**src/rtl/spike_pkg.sv**
```systemverilog
// Shared constants, width helpers and result record for the multi-channel spike detector.
// The optional refractory logic elsewhere is controlled by SPIKE_REFRACTORY_EN.
package spike_pkg;

    localparam int DEF_NCH      = 4;
    localparam int DEF_XW       = 11;
    localparam int DEF_REFRACT  = 8;
    localparam int DEF_THR_INIT = 200;

    function automatic int chan_w(input int nch);
        return (nch > 1) ? $clog2(nch) : 1;
    endfunction

    // Emphasis and threshold carry one extra bit so a full-scale difference cannot overflow.
    function automatic int thr_w(input int xw);
        return xw + 1;
    endfunction

    function automatic int refr_w(input int refract);
        return (refract > 0) ? $clog2(refract + 1) : 1;
    endfunction

    typedef struct packed {
        logic [chan_w(DEF_NCH)-1:0]        ch;
        logic signed [thr_w(DEF_XW)-1:0]   q;
        logic                              spike;
    } spike_res_t;

endpackage

```
**src/rtl/spike_chan_state.sv**
```systemverilog
// Per-channel register file: sample history, primed flag, threshold and (with
// SPIKE_REFRACTORY_EN) refractory counter, with one read/update port and a threshold write port.
module spike_chan_state
    import spike_pkg::*;
#(
    parameter int NCH      = DEF_NCH,
    parameter int XW       = DEF_XW,
    parameter int CHW      = chan_w(NCH),
    parameter int THR_INIT = DEF_THR_INIT
`ifdef SPIKE_REFRACTORY_EN
    ,
    parameter int RW       = refr_w(DEF_REFRACT)
`endif
) (
    input  logic                 clk,
    input  logic                 rst,
    input  logic [CHW-1:0]       rd_ch_i,
    output logic signed [XW-1:0] rd_last_o,
    output logic                 rd_primed_o,
    output logic signed [XW:0]   rd_thr_o,
`ifdef SPIKE_REFRACTORY_EN
    output logic [RW-1:0]        rd_refr_o,
    input  logic [RW-1:0]        upd_refr_i,
`endif
    input  logic                 upd_en_i,
    input  logic signed [XW-1:0] upd_last_i,
    input  logic                 thr_we_i,
    input  logic [CHW-1:0]       thr_ch_i,
    input  logic signed [XW:0]   thr_val_i
);

    localparam int QW = XW + 1;
    localparam logic signed [QW-1:0] THR_RST = QW'(THR_INIT);

    logic signed [XW-1:0] last_q [NCH];
    logic signed [QW-1:0] thr_q  [NCH];
    logic [NCH-1:0]       primed_q;
`ifdef SPIKE_REFRACTORY_EN
    logic [RW-1:0]        refr_q [NCH];
`endif

    // Combinational read so a same-channel sample on the next cycle sees this cycle's update.
    always_comb begin
        rd_last_o   = '0;
        rd_primed_o = 1'b0;
        rd_thr_o    = '0;
`ifdef SPIKE_REFRACTORY_EN
        rd_refr_o   = '0;
`endif
        for (int i = 0; i < NCH; i++) begin
            if (rd_ch_i == CHW'(i)) begin
                rd_last_o   = last_q[i];
                rd_primed_o = primed_q[i];
                rd_thr_o    = thr_q[i];
`ifdef SPIKE_REFRACTORY_EN
                rd_refr_o   = refr_q[i];
`endif
            end
        end
    end

    always_ff @(posedge clk) begin
        if (rst) begin
            primed_q <= '0;
            for (int i = 0; i < NCH; i++) begin
                last_q[i] <= '0;
                thr_q[i]  <= THR_RST;
`ifdef SPIKE_REFRACTORY_EN
                refr_q[i] <= '0;
`endif
            end
        end else begin
            for (int i = 0; i < NCH; i++) begin
                if (upd_en_i && upd_ch_match(i)) begin
                    last_q[i]   <= upd_last_i;
                    primed_q[i] <= 1'b1;
`ifdef SPIKE_REFRACTORY_EN
                    refr_q[i]   <= upd_refr_i;
`endif
                end
                if (thr_we_i && thr_ch_i == CHW'(i)) begin
                    thr_q[i] <= thr_val_i;
                end
            end
        end
    end

    function automatic logic upd_ch_match(input int idx);
        return rd_ch_i == CHW'(idx);
    endfunction

endmodule

```
**src/rtl/spike_detect_mc.sv**
```systemverilog
// Time-multiplexed spike detector: first-difference emphasis against a per-channel threshold,
// one registered result per accepted sample. Refractory suppression enabled by SPIKE_REFRACTORY_EN.
module spike_detect_mc
    import spike_pkg::*;
#(
    parameter int NCH      = DEF_NCH,
    parameter int XW       = DEF_XW,
    parameter int REFRACT  = DEF_REFRACT,
    parameter int THR_INIT = DEF_THR_INIT,
    parameter int CHW      = chan_w(NCH)
) (
    input  logic                 clk,
    input  logic                 rst,
    input  logic                 enable,
    input  logic                 in_valid,
    input  logic [CHW-1:0]       in_ch,
    input  logic signed [XW-1:0] in_x,
    input  logic                 thr_we,
    input  logic [CHW-1:0]       thr_ch,
    input  logic signed [XW:0]   thr_val,
    output logic                 out_valid,
    output logic [CHW-1:0]       out_ch,
    output logic signed [XW:0]   out_q,
    output logic                 out_spike
);

    localparam int QW = thr_w(XW);
    localparam int RW = refr_w(REFRACT);

    typedef struct packed {
        logic [CHW-1:0]       ch;
        logic signed [QW-1:0] q;
        logic                 spike;
    } res_t;

    logic                 accept;
    logic signed [XW-1:0] last_rd;
    logic                 primed_rd;
    logic signed [QW-1:0] thr_rd;
    logic signed [QW-1:0] diff;
    logic                 over_thr;
    res_t                 res_d, res_q;
    logic                 valid_d, valid_q;
`ifdef SPIKE_REFRACTORY_EN
    logic [RW-1:0]        refr_rd;
    logic [RW-1:0]        refr_new;
`endif

    spike_chan_state #(
        .NCH      (NCH),
        .XW       (XW),
        .CHW      (CHW),
        .THR_INIT (THR_INIT)
`ifdef SPIKE_REFRACTORY_EN
        ,
        .RW       (RW)
`endif
    ) u_state (
        .clk         (clk),
        .rst         (rst),
        .rd_ch_i     (in_ch),
        .rd_last_o   (last_rd),
        .rd_primed_o (primed_rd),
        .rd_thr_o    (thr_rd),
`ifdef SPIKE_REFRACTORY_EN
        .rd_refr_o   (refr_rd),
        .upd_refr_i  (refr_new),
`endif
        .upd_en_i    (accept),
        .upd_last_i  (in_x),
        .thr_we_i    (thr_we),
        .thr_ch_i    (thr_ch),
        .thr_val_i   (thr_val)
    );

    always_comb begin
        accept   = in_valid && (int'(in_ch) < NCH);
        diff     = {in_x[XW-1], in_x} - {last_rd[XW-1], last_rd};
        res_d.ch = in_ch;
        res_d.q  = primed_rd ? diff : '0;
        over_thr = res_d.q > thr_rd;
`ifdef SPIKE_REFRACTORY_EN
        // A pending refractory window masks the spike and counts down regardless of enable.
        res_d.spike = enable && over_thr && (refr_rd == '0);
        if (refr_rd != '0) begin
            refr_new = refr_rd - 1'b1;
        end else if (res_d.spike) begin
            refr_new = RW'(REFRACT);
        end else begin
            refr_new = '0;
        end
`else
        res_d.spike = enable && over_thr;
`endif
        valid_d = accept;
    end

    always_ff @(posedge clk) begin
        if (rst) begin
            valid_q <= 1'b0;
            res_q   <= '0;
        end else begin
            valid_q <= valid_d;
            if (accept) begin
                res_q <= res_d;
            end
        end
    end

    assign out_valid = valid_q;
    assign out_ch    = res_q.ch;
    assign out_q     = res_q.q;
    assign out_spike = res_q.spike;

endmodule

```
**config.mk**
```make
export PLATFORM = sky130hd
export DESIGN_NAME = spike_detect_mc
export DESIGN_NICKNAME = d
export VERILOG_FILES = /design/src/rtl/spike_pkg.sv /design/src/rtl/spike_chan_state.sv /design/src/rtl/spike_detect_mc.sv
export SDC_FILE = /design/constraint.sdc
export NUM_CORES = 1
export LEC_CHECK = 0
export ABC_AREA = 0
export ABC_CLOCK_PERIOD_IN_PS = 4530
export CORE_MARGIN = 3
export CORE_UTILIZATION = 45
export DETAILED_ROUTE_END_ITERATION = 10
export HOLD_SLACK_MARGIN = 0.06
export PLACE_DENSITY = 0.79
export SYNTH_ARGS = -nofsm -noshare
export SYNTH_HDL_FRONTEND = slang
export SYNTH_SLANG_ARGS = --single-unit
```
**constraint.sdc**
```tcl
create_clock -name clk -period 4.53 [get_ports clk]
set_clock_uncertainty 0.15 [all_clocks]
set_input_delay 0.6795 -clock clk [delete_from_list [all_inputs] [get_ports clk]]
set_output_delay 0.6795 -clock clk [all_outputs]
set_load 0.05 [all_outputs]
```
==> flow_metrics.env <==
export IMPL_cp_required_ns=4.61
export IMPL_numCtsBuffers=9
export IMPL_finalSetupViolations=0
export IMPL_grt_max_degree=24
export IMPL_critPathSlowestCell="clkdlybuf4s50_1"
export IMPL_num_io_pins=48
export IMPL_async_reset_ff_share_pct=0
export IMPL_crit_type="primary input to flop"
export IMPL_area_growth_pct=18.9
export IMPL_clk_pin_slew_ns=0.08
export IMPL_detail_route_antenna_nets=0
export IMPL_synthFlopType="edfxtp_1"
export IMPL_hold_path_depth=1
export IMPL_finalHoldViolCount=0
export IMPL_clock_latency_ns=0.35
export IMPL_netlist_area_sq_um=5590
export IMPL_drt_first_pass_iters=5
export IMPL_drv_slew=0
export IMPL_clkPwrFrac_pct=32.2
export IMPL_p_leak_nw=2.63
export IMPL_post_route_period_util_pct=95.5
export IMPL_max_cap_violations=0
export IMPL_pwr_share_seq_pct=50.5
export IMPL_rr_worst_depth=16
export IMPL_min_path_type="flop to flop"
export IMPL_synth_compound_area_share_pct=6.06
export IMPL_critPathCaptureType="flop"
export IMPL_worst_pin_slew_ns=0.749
export IMPL_synth_top_family_by_area="simple AND/OR/NAND/NOR gates"
export IMPL_wl_met3_um=706
export IMPL_peakVddDrop_v=0.000178
export IMPL_fin_util_pct=55.1
export IMPL_synth_xor_area_share_pct=1.10
export IMPL_initial_core_util_pct=46.4
export IMPL_start_kind="primary input"
export IMPL_p_switching_mw=0.623
export IMPL_vias=3575
export IMPL_core_sq_um=12100
export IMPL_rows=40
export IMPL_antenna_found_initial=0
export IMPL_synth_cells=427
export IMPL_synth_seq_cells=112
export IMPL_htreeDepth=3
export IMPL_path_delay_family="compound AO/OA/AOI/OAI gates"
export IMPL_synth_distinct_cells=43
export IMPL_synth_simple_area_share_pct=17.0
export IMPL_synth_edff_count=92
export IMPL_fin_crit_ns=4.33
export IMPL_nNetsFinal=542
export IMPL_io_buffer_count=47
export IMPL_routabilityCongestion=0.869
export IMPL_die_h_um=117
export IMPL_fp_dieW_um=117
export IMPL_path_cells="clkdlybuf4s50_1, buf_12, mux4_2, inv_1, ha_1, nor2b_1, o21ai_2, a21oi_2, o41ai_2, xnor2_1, and2_1, ha_1, nand3_1, or3_1, a21oi_2, a211oi_2, mux2i_1, o21ai_0"
export IMPL_wl_met1_um=5190
export IMPL_cp_arrival_ns=4.41
export IMPL_cp_depth=18
export IMPL_n_antenna_cell=0
export IMPL_slowest_delay_ns=0.50
export IMPL_drc_errors=0
export IMPL_netSwitchingFraction_pct=26.2
export IMPL_synth_seq_area_share_pct=56.6
export IMPL_synthMuxAreaShare_pct=10.4
export IMPL_vias_per_cell=5.42
export IMPL_cp_num_buf_inv=3
export IMPL_intPower_mw=1.76
export IMPL_p_total_mw=2.38
export IMPL_final_layout_size_suffix_gt1_share_pct=14.3
export IMPL_cts_sinks=112
export IMPL_route_met2_wl_um=5990
export IMPL_max_freq_mhz=231
export IMPL_grt_pass1_vias=3665
export IMPL_comb_power_share_pct=17.2
export IMPL_cts_root_buf="clkbuf_16"
export IMPL_synth_net_count=483
export IMPL_max_slew_margin_pct=49.9
export IMPL_dp_hpwl_um=8460
export IMPL_synth_area_per_cell_sq_um=13.1
export IMPL_cts_tree="yes"
export IMPL_grt_util_all_layers_pct=18.1
export IMPL_synth_fa_ha_area_share_pct=5.50
export IMPL_grt_ovfl_total=0
export IMPL_grt_pass1_wl_um=19400
export IMPL_drt_iter0_drc=318
export IMPL_dieArea_sq_um=13800
export IMPL_routed_top_layer="met4"
export IMPL_yosys_warnings=0
export IMPL_path_max_fanout=12
export IMPL_wl_um=12100
export IMPL_power_density_nw_per_um2=358
export IMPL_cts_buffer_depth=2
export IMPL_post_drt_wl_per_cell_um=18.3
export IMPL_outcome="finished, final reports clean"
[cells in the mapped netlist (7+ instances only)]
cell | n | area [sq um]
a21o_1 | 12 | 90.1
a21oi_1 | 9 | 45.0
and2_1 | 74 | 463
and3_1 | 15 | 93.8
clkbuf_1 | 12 | 45.0
dfxtp_1 | 20 | 400
edfxtp_1 | 92 | 2760
ha_1 | 23 | 288
inv_1 | 27 | 101
mux4_2 | 24 | 541
nand2_1 | 14 | 52.6
nand2b_1 | 12 | 75.1
nor2_1 | 9 | 33.8
nor2b_1 | 8 | 50.1
o21ai_0 | 9 | 45.0
or3_1 | 7 | 43.8
[repair_timing]
action / 4_1_cts / 5_1_grt
hold endpoints to repair: 0 / 0
gates resized for setup: 0 / 5
setup buffers: 0 / 1
hold buffers: 0 / 0
setup endpoints to repair: 0 / 1
[area by class of cell]
class                   count  area [sq um]
clock buffers               9           225
clock inverters             7          57.6
fillers                  1002          5420
inverters                  27           101
multi-input cells         269          2260
flip-flops and latches    112          3160
well taps                 168           210
repair buffers             67           628
[per-stage QoR]
stage,TNS (ns),hold WS [ns],area (sq um),cells,setup slack (ns)
2_1_floorplan,0,0.271,5590,427,0.134
3_3_place_gp,0,0.280,6330,642,0.0432
3_5_place_dp,-0.143,0.292,6330,642,-0.143
4_1_cts,0,0.310,6620,658,0.209
5_1_grt,-0.0383,0.323,6650,659,-0.0383
6_report,0,0.311,6650,659,0.205
[final timing paths]
check / startpoint / end / slack, ns
max: in_ch[1] / out_spike / 0.20
min: u_state.primed_q[2] / u_state.primed_q[2] / 0.31
max reg2reg: u_state.last_q[3][1] / out_spike / 0.64
min reg2reg: u_state.primed_q[2] / u_state.primed_q[2] / 0.31
[routing by layer]
metal	track usage, %	vias up
li1	-	1683
met1	23.9	1758
met3	2.88	16
met4	6.08	0
met5	0	-
met2	30.6	118
[layout by cell type (no fill, tap or decap), types with 2 or more instances in the layout]
master / count
o21ai_0: 9
a21oi_1: 7
inv_6: 6
buf_4: 19
clkdlybuf4s50_1: 46
a21oi_2: 2
a21o_1: 12
and2_1: 74
or3_1: 7
mux2i_1: 4
nor2b_1: 8
a22o_1: 6
nor2_1: 9
a31oi_1: 2
inv_1: 27
nor3b_1: 6
o211ai_1: 2
edfxtp_1: 92
xor2_1: 2
clkbuf_16: 9
and3_1: 15
xnor2_1: 5
mux4_2: 24
nand2b_1: 12
ha_1: 23
dfxtp_1: 20
nand2_1: 14
nor3_1: 6
nand3_1: 5
[worst reg2reg max path, cell delays in order, from the launching register on]
cell and delay (ns):
edfxtp_1 0.38, mux4_2 0.53, inv_1 0.09, ha_1 0.22, nor2b_1 0.14, o21ai_2 0.16
a21oi_2 0.11, o41ai_2 0.39, xnor2_1 0.13, and2_1 0.18, ha_1 0.30, nand3_1 0.10
or3_1 0.42, a21oi_2 0.15, a211oi_2 0.07, mux2i_1 0.17, o21ai_0 0.08
[power by group through the flow]
stage | Clock, mW | Combinational, mW | Sequential, mW
2_1_floorplan | 0 | 0.237 | 1.24
4_1_cts | 0.776 | 0.400 | 1.20
5_1_grt | 0.811 | 0.448 | 1.21
6_report | 0.767 | 0.410 | 1.20
3_3_place_gp | 0 | 0.384 | 1.22
3_5_place_dp | 0 | 0.398 | 1.23
[sequential cells by signal, summed over array words and instances (netlist names)]
name and flops:
out_q 12, u_state.primed_q 4, out_spike 1, u_state.last_q 44
out_valid 1, out_ch 2, u_state.thr_q 48
[kinds of logic after synthesis]
logic type               count (synthesis)
XOR/XNOR                                 7
adder cells (fa/ha/maj)                 24
buffers and inverters                   46
AND/OR/NAND/NOR                        161
flip-flops                             112
AO/OA/AOI/OAI                           49
multiplexers                            28
Power figures use the tool's default switching activity.
